`src/rtl/cpu_bus_pkg.sv`:
```
// Shared definitions for the CPU bus arbiter: state encoding, requester
// indices, parameter defaults and the counter-width helper.
package cpu_bus_pkg;

    localparam int DRAIN_CYC_DEFAULT = 2;
    localparam int MAX_BURST_DEFAULT = 16;
    localparam int CPU_MIN_DEFAULT   = 4;

    // Requester bit positions within REQ / GNT.
    localparam int REQ_DMA  = 0;
    localparam int REQ_UART = 1;

    // Arbiter states; the encoding is visible on the ARB_STATE debug port.
    typedef enum logic [2:0] {
        ST_CPU     = 3'd0,
        ST_DRAIN   = 3'd1,
        ST_GRANT   = 3'd2,
        ST_RELEASE = 3'd3,
        ST_HOLDOFF = 3'd4
    } arb_state_e;

    // Width of the phase counter: wide enough for the longest phase plus a
    // spare bit so saturation never aliases a terminal count.
    function automatic int cnt_width(input int a, input int b, input int c);
        int m;
        m = a;
        if (b > m) m = b;
        if (c > m) m = c;
        return $clog2(m) + 1;
    endfunction

endpackage

```
`src/rtl/rr_arb2.sv`:
```
// Two-way round-robin picker. ptr names the requester granted last
// (1 = UART), so on a tie the other one wins. Output is zero unless update.
module rr_arb2
    import cpu_bus_pkg::*;
(
    input  logic [1:0] req,
    input  logic       ptr,
    input  logic       update,
    output logic [1:0] gnt
);

    // Pick a one-hot winner only when the parent is arbitrating this cycle.
    always_comb begin
        gnt = 2'b00;
        if (update) begin
            case (req)
                2'b01:   gnt[REQ_DMA]  = 1'b1;
                2'b10:   gnt[REQ_UART] = 1'b1;
                2'b11: begin
                    if (ptr) gnt[REQ_DMA]  = 1'b1;
                    else     gnt[REQ_UART] = 1'b1;
                end
                default: gnt = 2'b00;
            endcase
        end
    end

endmodule

```
`src/rtl/bus_arbiter.sv`:
```
// CPU bus arbiter: stalls fetch, drains the pipeline, hands the address and
// data bus to DMA or UART for a bounded burst, then guarantees the CPU a
// minimum number of owned cycles before the next arbitration.
//
// Handshake: a requester holds its REQ bit high until it is done; GNT for
// that bit goes high no earlier than DRAIN_CYC edges after REQ is first
// sampled, and drops one edge after REQ is sampled low (or at burst limit).
// All outputs are flops loaded from the next-state decode, so they never
// depend combinationally on inputs.
module bus_arbiter
    import cpu_bus_pkg::*;
#(
    parameter int DRAIN_CYC = DRAIN_CYC_DEFAULT,
    parameter int MAX_BURST = MAX_BURST_DEFAULT,
    parameter int CPU_MIN   = CPU_MIN_DEFAULT
) (
    input  logic       MAINCLK,
    input  logic       MAINRST,
    input  logic       PIPE_MEMBUSY,
    input  logic [1:0] REQ,
    output logic [1:0] GNT,
    output logic       FETCH_SUPPRESS,
    output logic       ADDR_OWN,
    output logic [2:0] ARB_STATE
);

    localparam int CW = cnt_width(MAX_BURST, CPU_MIN, DRAIN_CYC);

    // Terminal counts: a phase of N cycles ends when the counter reads N-1.
    localparam logic [CW-1:0] DRAIN_LAST = CW'(DRAIN_CYC - 1);
    localparam logic [CW-1:0] BURST_LAST = CW'(MAX_BURST - 1);
    localparam logic [CW-1:0] HOLD_LAST  = CW'(CPU_MIN - 1);
    localparam logic [CW-1:0] CNT_MAX    = {CW{1'b1}};

    arb_state_e    state;
    arb_state_e    state_next;
    logic [CW-1:0] cnt;
    logic          ptr;
    logic [1:0]    winner;
    logic [1:0]    pick;
    logic          arb_fire;
    logic [1:0]    gnt_next;
    logic          fs_next;
    logic          own_next;
    logic [1:0]    gnt_q;
    logic          fs_q;
    logic          own_q;

    rr_arb2 u_rr (
        .req    (REQ),
        .ptr    (ptr),
        .update (arb_fire),
        .gnt    (pick)
    );

    // Next-state selection and decode of the outputs for the next state.
    always_comb begin
        state_next = state;
        arb_fire   = 1'b0;
        gnt_next   = 2'b00;
        fs_next    = 1'b0;
        own_next   = 1'b0;

        case (state)
            ST_CPU: begin
                if (REQ != 2'b00) state_next = ST_DRAIN;
            end
            ST_DRAIN: begin
                if (REQ == 2'b00) begin
                    state_next = ST_RELEASE;
                end else if (cnt >= DRAIN_LAST && !PIPE_MEMBUSY) begin
                    state_next = ST_GRANT;
                    arb_fire   = 1'b1;
                end
            end
            ST_GRANT: begin
                // Only the owner's request matters; the other bit is ignored.
                if ((REQ & winner) == 2'b00 || cnt >= BURST_LAST) begin
                    state_next = ST_RELEASE;
                end
            end
            ST_RELEASE: begin
                state_next = ST_HOLDOFF;
            end
            ST_HOLDOFF: begin
                if (cnt >= HOLD_LAST) state_next = ST_CPU;
            end
            default: begin
                state_next = ST_CPU;
            end
        endcase

        case (state_next)
            ST_DRAIN, ST_RELEASE: begin
                fs_next = 1'b1;
            end
            ST_GRANT: begin
                fs_next  = 1'b1;
                own_next = 1'b1;
                gnt_next = arb_fire ? pick : winner;
            end
            default: begin
                fs_next = 1'b0;
            end
        endcase
    end

    // State register and saturating phase counter, cleared on every entry.
    always_ff @(posedge MAINCLK) begin
        if (MAINRST) begin
            state <= ST_CPU;
            cnt   <= '0;
        end else begin
            state <= state_next;
            if (state_next != state) cnt <= '0;
            else if (cnt != CNT_MAX)  cnt <= cnt + 1'b1;
        end
    end

    // Winner / round-robin pointer capture and registered outputs.
    always_ff @(posedge MAINCLK) begin
        if (MAINRST) begin
            ptr    <= 1'b1;
            winner <= 2'b00;
            gnt_q  <= 2'b00;
            fs_q   <= 1'b0;
            own_q  <= 1'b0;
        end else begin
            if (arb_fire) begin
                winner <= pick;
                ptr    <= pick[REQ_UART];
            end
            gnt_q <= gnt_next;
            fs_q  <= fs_next;
            own_q <= own_next;
        end
    end

    assign GNT            = gnt_q;
    assign FETCH_SUPPRESS = fs_q;
    assign ADDR_OWN       = own_q;
    assign ARB_STATE      = state;

endmodule

```
`config.mk`:
```
export PLATFORM = sky130hd
export DESIGN_NAME = bus_arbiter
export DESIGN_NICKNAME = d
export VERILOG_FILES = /design/src/rtl/cpu_bus_pkg.sv /design/src/rtl/rr_arb2.sv /design/src/rtl/bus_arbiter.sv
export SDC_FILE = /design/constraint.sdc
export NUM_CORES = 1
export LEC_CHECK = 0
export BUFFER_PORTS_ARGS = -buffer_cell sky130_fd_sc_hd__buf_2
export CAP_MARGIN = 20
export CELL_PAD_IN_SITES_DETAIL_PLACEMENT = 0
export CELL_PAD_IN_SITES_GLOBAL_PLACEMENT = 2
export CORE_MARGIN = 2
export CORE_UTILIZATION = 35
export CTS_BUF_LIST = sky130_fd_sc_hd__clkbuf_2 sky130_fd_sc_hd__clkbuf_4 sky130_fd_sc_hd__clkbuf_8
export CTS_CLUSTER_SIZE = 16
export DETAILED_ROUTE_END_ITERATION = 7
export HOLD_SLACK_MARGIN = 0.1
export MAX_ROUTING_LAYER = met4
export PLACE_DENSITY_LB_ADDON = 0.1
export SLEW_MARGIN = 10
export SYNTH_ARGS = -nofsm -noshare
export SYNTH_HDL_FRONTEND = slang
export SYNTH_SLANG_ARGS = --single-unit
```
`constraint.sdc`:
```
create_clock -name MAINCLK -period 2.34 [get_ports MAINCLK]
set_clock_uncertainty 0.15 [all_clocks]
set_input_delay 0.351 -clock MAINCLK [delete_from_list [all_inputs] [get_ports MAINCLK]]
set_output_delay 0.351 -clock MAINCLK [all_outputs]
set_load 0.01 [all_outputs]
```
==> metrics.md <==
| Metric | Value |
|---|---|
| Post-synth net total | 96 |
| Die W | roughly 52 um |
| Yosys warnings | 0 |
| RePlAce Congestion | 0.727 |
| Iteration-0 DRC Markers | 7 |
| CTS root buffer | clkbuf_4 |
| Tot GR Track Use | 0.155 |
| Max rail drop VDD | 0.442 mV |
| Share of cells above drive strength 1 | 0.252 |
| Max-cap check violation count | 0 |
| CP Capture Type | flop |
| Crit Path Class | flop to flop |
| Initial DRT Pass Iterations | 4 |
| Arr. time, crit path | 2.18 ns |
| WL/cell | 13.1 um |
| Area share of the largest cell type after synthesis | 0.372 |
| Final hold violation count | 0 |
| Via count | 678 |
| IO buf count | 11 |
| Grt peak-use layer | met1 |
| Routing usage on met2 | 0.209 |
| Total core area | 2190 sq um |
| Pwr dens | 615 nW/um^2 |
| Synthesized cell area | 808 sq um |
| Critical Path Fanout Max | 7 |
| Final hold slack | 0.184 ns |
| Cell taking the most area after synthesis | dfxtp_1 |
| Clock slew at reported path FFs | 0.09 ns |
| CTS Buf Count | 3 |
| RSZ-0062 raised after global routing | no |
| Max-slew headroom | 0.628 |
| Number of nets in the layout | 113 |
| Placement Cell Area | 906 sq um |
| Synthesis-to-layout area growth | 16.3% |
| Worst path required time | ~2.4 ns |
| TNS Setup | 0 ns |
| Diodes inserted | 0 |
| Synth Flop Type | dfxtp_1 |
| Vias in the first global route | 654 |
| Outcome | complete, no violations |
| Post-synth top cells | dfxtp_1 (15), nor2_1 (11), inv_1 (6) |
| Vias per Instance | just over 5 |
| Initial Util | 0.369 |
| Final Setup Violations | 0 |
| Class of the worst hold path | input pin to flop |
| CTS sink cnt | 15 |
| Flops & latches, synth | 15 |
| Clock Tree Buf Depth | 2 |
| Synth cell types | 38 |
| Antenna violations before repair | 0 |
| Worst-Skew Late Latency | 0.28 ns |
| Avg Inst Size Synth | about 9.3 sq um |
| DRC viols | 0 |
| Ports | 12 |
| Top post-synthesis cells by area | dfxtp_1 (37%), ha_1 (6.2%), nor2_1 (5.1%), nor3_4 (4.0%), xnor2_1 (3.3%) |
| M1 GR Usage | 0.225 |
| Syn Inst Count | 87 |
| Met3 Track Usage GR | 0.0374 |
| Antenna viol nets, final | 0 |
| Global-route wire length before repair | 3.00 mm |
| Post-route cell area | 940 sq um |
| Slew @ Worst Pin | about 0.55 ns |
| Final Util | 0.429 |
| Cell with the most instances after synthesis | dfxtp_1 |
| Aggregate global routing overflow | 0 |
| FMAX | 467 MHz |
| Die Span Y | 52.1 um |
| Post-synth EDFFs | 0 |
| Pin count of the biggest net entering global routing | 10 |
| Register area share after synthesis | 0.372 |
| Final Routed Wirelength | 1.72 mm |
| Fraction of registers with async set/reset | 0 |
| Fin crit share | 0.916 |
| Dpl hpwl | 1.35 mm |
| Fin. max-slew vios | 0 |
| # H-tree levels | 1 |
| # rows | 17 |
| Critical Path Start Type | flop |
| Static Leakage | 0.374 nW |
| Crit path time final | 2.14 ns |
| CTS tree | built |
| Die area | 2710 sq um |
## metal layers
layer	part of all wire	routed length [um]
met4	0.010	18
met1	0.53	916
met5	0	0
met2	0.41	706
met3	0.045	78
## repair_timing
| action | in CTS | in global routing |
|---|---|---|
| endpoints found under the setup margin | 0 | 4 |
| hold endpoints to repair | 0 | 0 |
| setup buffers | 0 | 0 |
| gates resized for setup | 0 | 1 |
| hold buffers | 0 | 0 |
## flip-flops by register name, indices dropped and copies added (netlist names)
register / count
cnt: 5
FETCH_SUPPRESS: 1
ptr: 1
ADDR_OWN: 1
winner: 2
ARB_STATE: 3
GNT: 2
## cells by family after synthesis
logic type                 count (synthesis)  synth area share
AOI/OAI and AO/OA                         23             0.235
buffers and inverters                      6            0.0279
xor gates and xnor gates                   3            0.0325
and+or+nand+nor                           36             0.271
DFF                                       15             0.372
adders and majority gates                  4            0.0619
## cell type report
| cell class | instances | area, sq um |
|---|---|---|
| Fill cell | 232 | 1250 |
| Multi-Input combinational cell | 66 | 492 |
| Sequential cell | 15 | 300 |
| Timing Repair Buffer | 12 | 62.6 |
| Tap cell | 28 | 35.0 |
| Clock buffer | 3 | 22.5 |
| Inverter | 6 | 22.5 |
| Clock inverter | 1 | 5.00 |
## path summary, 6_finish.rpt
kind,start,to,slack (ns),depth (start not counted)
worst min register to register,ptr,ptr,0.38,1
worst min-delay path,MAINRST,ARB_STATE[2],0.18,2
worst max-delay path,cnt[0],FETCH_SUPPRESS,0.20,7
worst max register to register,cnt[0],FETCH_SUPPRESS,0.20,7
## report_power, final
group | switching [mW] | internal (mW) | total, mW
logic | 0.0784 | 0.0600 | 0.138
registers | 0.0171 | 0.271 | 0.288
clock network | 0.0879 | 0.0635 | 0.151
total | 0.183 | 0.394 | 0.578
## cells in the final DEF (no fill, tap or decap), drive strengths merged, types with 2 or more instances in the layout
cell type / instances
o22ai: 2
nand4: 2
dfxtp: 15
ha: 4
nor3: 6
nand2: 3
nor2: 11
a21oi: 6
buf: 12
and3: 2
nor4b: 2
inv: 6
xnor2: 3
clkbuf: 3
o211ai: 2
a211oi: 2
nor2b: 2
## stage by stage
| stage | instances | power, mW | setup WS [ns] |
|---|---|---|---|
| final | 131 | 0.578 | 0.197 |
| after detailed placement | 127 | 0.429 | 0.187 |
| after global placement | 127 | 0.431 | 0.157 |
| after CTS | 131 | 0.581 | 0.158 |
| after floorplan | 87 | 0.388 | 0.366 |
| after global routing | 131 | 0.614 | 0.0107 |
## worst max-delay path: stages (launching register included)
cell and delay [ns]:
dfxtp_1 0.41, ha_1 0.27, and3_2 0.23, ha_1 0.17, nor3b_1 0.15, and3_1 0.26
o22ai_2 0.16, a21bo_2 0.24
Power figures use the tool's default switching activity.
